**src/rtl/keystone_pkg.sv**
```systemverilog
// Shared types and constants for the Keystone frame sequencer.
package keystone_pkg;

  localparam int COEF_W = 32;

  typedef enum logic [1:0] {
    FLUSH  = 2'd0,
    IDLE   = 2'd1,
    ACTIVE = 2'd2
  } kfc_state_e;

  // Index 0 is H11 (LSBs), index 7 is H32.
  typedef logic [7:0][COEF_W-1:0] h_coef_t;

  localparam h_coef_t H_IDENTITY = {
    32'h0000_0000, 32'h0000_0000, 32'h0000_0000, 32'h0100_0000,
    32'h0000_0000, 32'h0000_0000, 32'h0000_0000, 32'h0100_0000
  };

endpackage

```
**src/rtl/keystone_pos_counter.sv**
```systemverilog
// Pixel x/y position tracking with line-end detection and EOL framing errors.
module keystone_pos_counter #(
  parameter int H_ACTIVE = 1920,
  parameter int V_ACTIVE = 1080,
  parameter int XW       = 11,
  parameter int YW       = 11
) (
  input  logic          clk,
  input  logic          rst,
  input  logic          en,
  input  logic          clear,
  input  logic          sof,
  input  logic          advance,
  input  logic          tlast,
  output logic [XW-1:0] x_pos,
  output logic [YW-1:0] y_pos,
  output logic          frame_end,
  output logic          err_eol_early,
  output logic          err_eol_missing
);

  localparam logic [XW-1:0] X_LAST = XW'(H_ACTIVE - 1);
  localparam logic [YW-1:0] Y_LAST = YW'(V_ACTIVE - 1);

  logic at_x_last;
  logic line_end;

  // A line ends on tlast or on the last pixel position, whichever comes first.
  always_comb begin
    at_x_last = (x_pos == X_LAST);
    line_end  = advance & (tlast | at_x_last);
    frame_end = line_end & (y_pos == Y_LAST);
  end

  always_ff @(posedge clk or posedge rst) begin
    if (rst) begin
      x_pos           <= '0;
      y_pos           <= '0;
      err_eol_early   <= 1'b0;
      err_eol_missing <= 1'b0;
    end else if (!en) begin
      err_eol_early   <= 1'b0;
      err_eol_missing <= 1'b0;
    end else begin
      err_eol_early   <= advance & tlast & (x_pos < X_LAST);
      err_eol_missing <= advance & ~tlast & at_x_last;
      if (clear) begin
        x_pos <= '0;
        y_pos <= '0;
      end else if (sof) begin
        x_pos <= XW'(1);
        y_pos <= '0;
      end else if (line_end) begin
        x_pos <= '0;
        y_pos <= frame_end ? '0 : y_pos + YW'(1);
      end else if (advance) begin
        x_pos <= x_pos + XW'(1);
      end
    end
  end

endmodule

```
**src/rtl/keystone_frame_ctrl.sv**
```systemverilog
// Keystone frame sequencer: flush sequencing, frame FSM and frame-synchronous
// double-buffering of the homography coefficients.
module keystone_frame_ctrl
  import keystone_pkg::*;
#(
  parameter int H_ACTIVE     = 1920,
  parameter int V_ACTIVE     = 1080,
  parameter int XW           = 11,
  parameter int YW           = 11,
  parameter int FLUSH_CYCLES = 16
) (
  input  logic          aclk,
  input  logic          areset,
  input  logic          aclken,
  input  logic          axis_tvalid,
  input  logic          axis_tready,
  input  logic          axis_tuser,
  input  logic          axis_tlast,
  input  h_coef_t       cfg_h,
  input  logic          cfg_enable,
  input  logic          cfg_commit,
  input  logic          sw_reset,
  output h_coef_t       h_active,
  output logic          keystone_en,
  output logic          datapath_rst,
  output logic          frame_start,
  output logic [XW-1:0] x_pos,
  output logic [YW-1:0] y_pos,
  output logic          commit_pending,
  output logic [15:0]   frame_count,
  output logic          err_sof_missing,
  output logic          err_eol_early,
  output logic          err_eol_missing,
  output logic          err_frame_short
);

  localparam logic [1:0] ST_FLUSH  = 2'(FLUSH);
  localparam logic [1:0] ST_IDLE   = 2'(IDLE);
  localparam logic [1:0] ST_ACTIVE = 2'(ACTIVE);

  localparam int FCW = (FLUSH_CYCLES < 2) ? 1 : $clog2(FLUSH_CYCLES + 1);
  localparam logic [FCW-1:0] FLUSH_LOAD = FCW'(FLUSH_CYCLES);

  logic [1:0]     state;
  logic [FCW-1:0] flush_cnt;
  h_coef_t        shadow_h;
  logic           shadow_en;

  logic beat;
  logic sof;
  logic advance;
  logic sof_miss;
  logic frame_end;

  // sw_reset outranks any beat arriving in the same cycle.
  always_comb begin
    beat     = aclken & axis_tvalid & axis_tready;
    sof      = beat & axis_tuser & ~sw_reset & ((state == ST_IDLE) | (state == ST_ACTIVE));
    advance  = beat & ~axis_tuser & ~sw_reset & (state == ST_ACTIVE);
    sof_miss = beat & ~axis_tuser & ~sw_reset & (state == ST_IDLE);
  end

  keystone_pos_counter #(
    .H_ACTIVE (H_ACTIVE),
    .V_ACTIVE (V_ACTIVE),
    .XW       (XW),
    .YW       (YW)
  ) u_pos (
    .clk             (aclk),
    .rst             (areset),
    .en              (aclken),
    .clear           (sw_reset),
    .sof             (sof),
    .advance         (advance),
    .tlast           (axis_tlast),
    .x_pos           (x_pos),
    .y_pos           (y_pos),
    .frame_end       (frame_end),
    .err_eol_early   (err_eol_early),
    .err_eol_missing (err_eol_missing)
  );

  always_ff @(posedge aclk or posedge areset) begin
    if (areset) begin
      state           <= ST_FLUSH;
      flush_cnt       <= FLUSH_LOAD;
      datapath_rst    <= 1'b1;
      h_active        <= H_IDENTITY;
      keystone_en     <= 1'b0;
      shadow_h        <= H_IDENTITY;
      shadow_en       <= 1'b0;
      commit_pending  <= 1'b0;
      frame_count     <= '0;
      frame_start     <= 1'b0;
      err_sof_missing <= 1'b0;
      err_frame_short <= 1'b0;
    end else if (!aclken) begin
      frame_start     <= 1'b0;
      err_sof_missing <= 1'b0;
      err_frame_short <= 1'b0;
    end else begin
      frame_start     <= sof;
      err_sof_missing <= sof_miss;
      err_frame_short <= sof & (state == ST_ACTIVE);

      if (cfg_commit) begin
        shadow_h       <= cfg_h;
        shadow_en      <= cfg_enable;
        commit_pending <= 1'b1;
      end
      // Coefficients only ever change on a start-of-frame beat; a commit in
      // the same cycle bypasses the shadow so it is not lost.
      if (sof && (commit_pending || cfg_commit)) begin
        h_active       <= cfg_commit ? cfg_h : shadow_h;
        keystone_en    <= cfg_commit ? cfg_enable : shadow_en;
        commit_pending <= 1'b0;
      end

      if (sw_reset) begin
        state        <= ST_FLUSH;
        flush_cnt    <= FLUSH_LOAD;
        datapath_rst <= 1'b1;
      end else begin
        case (state)
          ST_FLUSH: begin
            if (flush_cnt <= FCW'(1)) begin
              state        <= ST_IDLE;
              flush_cnt    <= '0;
              datapath_rst <= 1'b0;
            end else begin
              flush_cnt <= flush_cnt - FCW'(1);
            end
          end
          ST_IDLE: begin
            if (sof) state <= ST_ACTIVE;
          end
          ST_ACTIVE: begin
            if (frame_end) begin
              state       <= ST_IDLE;
              frame_count <= frame_count + 16'd1;
            end
          end
          default: begin
            state        <= ST_FLUSH;
            flush_cnt    <= FLUSH_LOAD;
            datapath_rst <= 1'b1;
          end
        endcase
      end
    end
  end

endmodule

```
**config.mk**
```make
export PLATFORM = sky130hd
export DESIGN_NAME = keystone_frame_ctrl
export DESIGN_NICKNAME = d
export VERILOG_FILES = /design/src/rtl/keystone_pkg.sv /design/src/rtl/keystone_pos_counter.sv /design/src/rtl/keystone_frame_ctrl.sv
export SDC_FILE = /design/constraint.sdc
export NUM_CORES = 1
export LEC_CHECK = 0
export ABC_AREA = 1
export CAP_MARGIN = 20
export CORE_MARGIN = 2
export CORE_UTILIZATION = 36
export DETAILED_ROUTE_END_ITERATION = 12
export GPL_TIMING_DRIVEN = 0
export PLACE_DENSITY_LB_ADDON = 0.25
export SYNTH_ARGS = -nofsm -noshare
export SYNTH_HDL_FRONTEND = slang
export SYNTH_SLANG_ARGS = --single-unit
```
**constraint.sdc**
```tcl
create_clock -name aclk -period 19.3 [get_ports aclk]
set_clock_uncertainty 0.15 [all_clocks]
set_input_delay 1.93 -clock aclk [delete_from_list [all_inputs] [get_ports aclk]]
set_output_delay 1.93 -clock aclk [all_outputs]
set_load 0.01 [all_outputs]
```
==> impl_metrics.tcl <==
set metrics [dict create \
    clk_latency_ns 0.60 \
    dieWidth_um 267 \
    yosys.cell_types.count 36 \
    synth_top_area_cell "dfrtp_1" \
    leakagePower_nw 15.6 \
    track_usage 0.224 \
    crit_slowest_cell "clkdlybuf4s50_1" \
    routed_wl_um 79700 \
    post-route-min-period_ns 4.01 \
    worstSetupPathType "in -> reg" \
    remaining_drc_errors 0 \
    area_delta_synth_final_pct 36.8 \
    async_flop_share 1.00 \
    cts_setup_buffers 0 \
    power_mw 4.23 \
    yosys_warnings 0 \
    tns_ns 0 \
    ioPinCount 568 \
    cts_buffers 66 \
    setup_slack_ns 15.29 \
    vias_per_cell 4.79 \
    slew_headroom 0.318 \
    clock-sinks 566 \
    required_ns 19.62 \
    port_buffers 565 \
    finalSetupViolations 0 \
    grt_pass1_wl_um 125000 \
    cts_tree "done" \
    fmax_mhz 249 \
    drive_gt1_frac 0.0510 \
    grt_pass1_vias 21800 \
    cpPeakStageDelay_ns 0.49 \
    end_kind "flop" \
    syn_nets 3162 \
    grt_overflow 0 \
    fin_cells 4510 \
    antenna_found_initial 9 \
    ys_top_cells_by_area "dfrtp_1, nand2_1, o21ai_0" \
    cp_cell_sequence "clkdlybuf4s50_1 > inv_2 > nand2_2 > nor3_4 > inv_2 > nor2_8 > buf_2 > buf_2 > nand2_1 > o21a_1" \
    min_period_over_period 0.208 \
    peakVddDrop_v 0.0000702 \
    grt_max_degree 123 \
    synth.avg_cell_area_um2 8.65 \
    hold_buffers 0 \
    crit_fanout 10 \
    p_per_area_nw_per_um2 124 \
    dp_slack_ns 14.47 \
    yosysSeqAreaShare 0.568 \
    nets 3800 \
    ctsResizeCount 0 \
    path_clk_slew_ns 0.06 \
    rows 96 \
    worst_slew_pin_slew_ns 1.02 \
    synth-main-ff-cell "dfrtp_1" \
    cts_root_buf "clkbuf_16" \
    syn_inst 2887 \
    dp_cells 4388 \
    place_congestion 0.873 \
    initial_core_util 0.364 \
    ant_nets 0 \
    cap_violations 0 \
    core_um2 68600 \
    status "complete, no violations" \
    clockBufferDepth 3 \
    ctsHtreeMaxLevel 3 \
    rsz0062_at_grt "no" \
    synth_area_um2 25000 \
    crit_arrival_ns 4.34 \
    synth_top_cell_area_share 0.561 \
    crit_path_start_kind "primary input" \
    firstDrtPassIters 5 \
    vias 21600 \
    post_drt_wl_per_cell_um 17.7 \
    synth_seq_cells 566 \
    drt_iter0_drc 1355 \
    synth_edf_count 0 \
    hold_violations 0 \
    worst_hold_path_type "reg -> reg" \
    die_area_um2 71500 \
    drv_slew 0 \
    dp_hpwl_um 57900 \
    fp.dieH_um 267 \
]
==> cells by family after synthesis <==
| family | synth area share |
|---|---|
| buffers and inverters | 0.0768 |
| adder cells (fa/ha/maj) | 0.00451 |
| AO/OA/AOI/OAI | 0.185 |
| AND/OR/NAND/NOR | 0.158 |
| flip-flops | 0.568 |
| XOR/XNOR | 0.00737 |
==> routing by layer <==
metal / track usage / vias to the layer above / share of wire
met5: 0 / - / 0.00061
met4: 0.0632 / 8 / 0.022
met3: 0.0700 / 106 / 0.080
met2: 0.371 / 591 / 0.47
met1: 0.282 / 10400 / 0.42
li1: - / 10500 / -
==> worst paths after layout <==
check / startpoint / end / slack [ns] / depth (start not counted)
worst max-delay path: sw_reset / h_active[169] / 15.29 / 10
worst min register to register: shadow_h[146] / shadow_h[146] / 0.33 / 2
min in group asynchronous: areset / h_active[130] / 1.65 / 2
worst min-delay path: shadow_h[146] / shadow_h[146] / 0.33 / 2
max in group asynchronous: areset / shadow_h[53] / 15.45 / 5
worst max register to register: state[0] / h_active[169] / 16.41 / 10
==> stage by stage <==
step	hold WS [ns]	cell area, µm²	util
detailed placement	0.317	31900	0.466
global route	0.349	34100	0.498
floorplan	0.298	25000	-
CTS	0.331	34100	0.498
finish	0.326	34200	0.498
global placement	0.309	31800	0.463
==> worst max-delay path, delay by kind of cell <==
kind,cells,cell delay (ns)
buffers and inverters,5,1.49
and+or+nand+nor,4,0.78
AOI/OAI and AO/OA,1,0.12
==> synthesized netlist by cell type, types with 2 or more instances <==
cell type	count
nand4_1	14
nand3b_1	3
inv_1	310
ha_1	9
nand3_1	32
nor2_1	51
dfstp_2	6
nand2_1	891
clkbuf_1	111
buf_2	53
dfrtp_1	560
buf_1	5
buf_4	4
xor2_1	15
xnor2_1	6
o21bai_1	2
o21ai_0	528
inv_2	2
a21oi_1	2
nand2_2	3
o21a_1	257
nor3_1	9
==> placed cells by master (no fill, tap or decap), types with 8 or more instances in the layout <==
master	instances
dfrtp_1	560
ha_1	9
xor2_1	15
nor3_1	9
nand4_1	14
clkdlybuf4s50_1	565
o21a_1	257
nor2_1	51
inv_1	309
clkbuf_16	67
nand2_1	891
clkbuf_1	124
clkinv_2	8
o21ai_0	528
nand3_1	32
buf_2	53
clkbuf_8	14
==> power breakdown <==
part,switching [mW],internal [mW],total (mW)
clock,0.511,0.763,1.27
combinational,0.537,0.709,1.25
sequential,0.188,1.52,1.71
total,1.24,2.99,4.23
==> sequential cells by signal (all words and copies together) (netlist names), 2 cells and up <==
| signal | count |
|---|---|
| u_pos.y_pos | 11 |
| h_active | 256 |
| shadow_h | 256 |
| frame_count | 16 |
| state | 2 |
| u_pos.x_pos | 11 |
| flush_cnt | 5 |
==> final cells by class <==
| cell class | instances | area [µm²] |
|---|---|---|
| Fill cell | 6559 | 34400 |
| Sequential cell | 566 | 14200 |
| Multi-Input combinational cell | 1834 | 8870 |
| Timing Repair Buffer | 570 | 5790 |
| Clock buffer | 94 | 1920 |
| Inverter | 313 | 1180 |
| Tap cell | 931 | 1160 |
| Buffer | 174 | 742 |
| Clock inverter | 21 | 289 |
| Antenna cell | 7 | 17.5 |
Power figures use the tool's default switching activity.
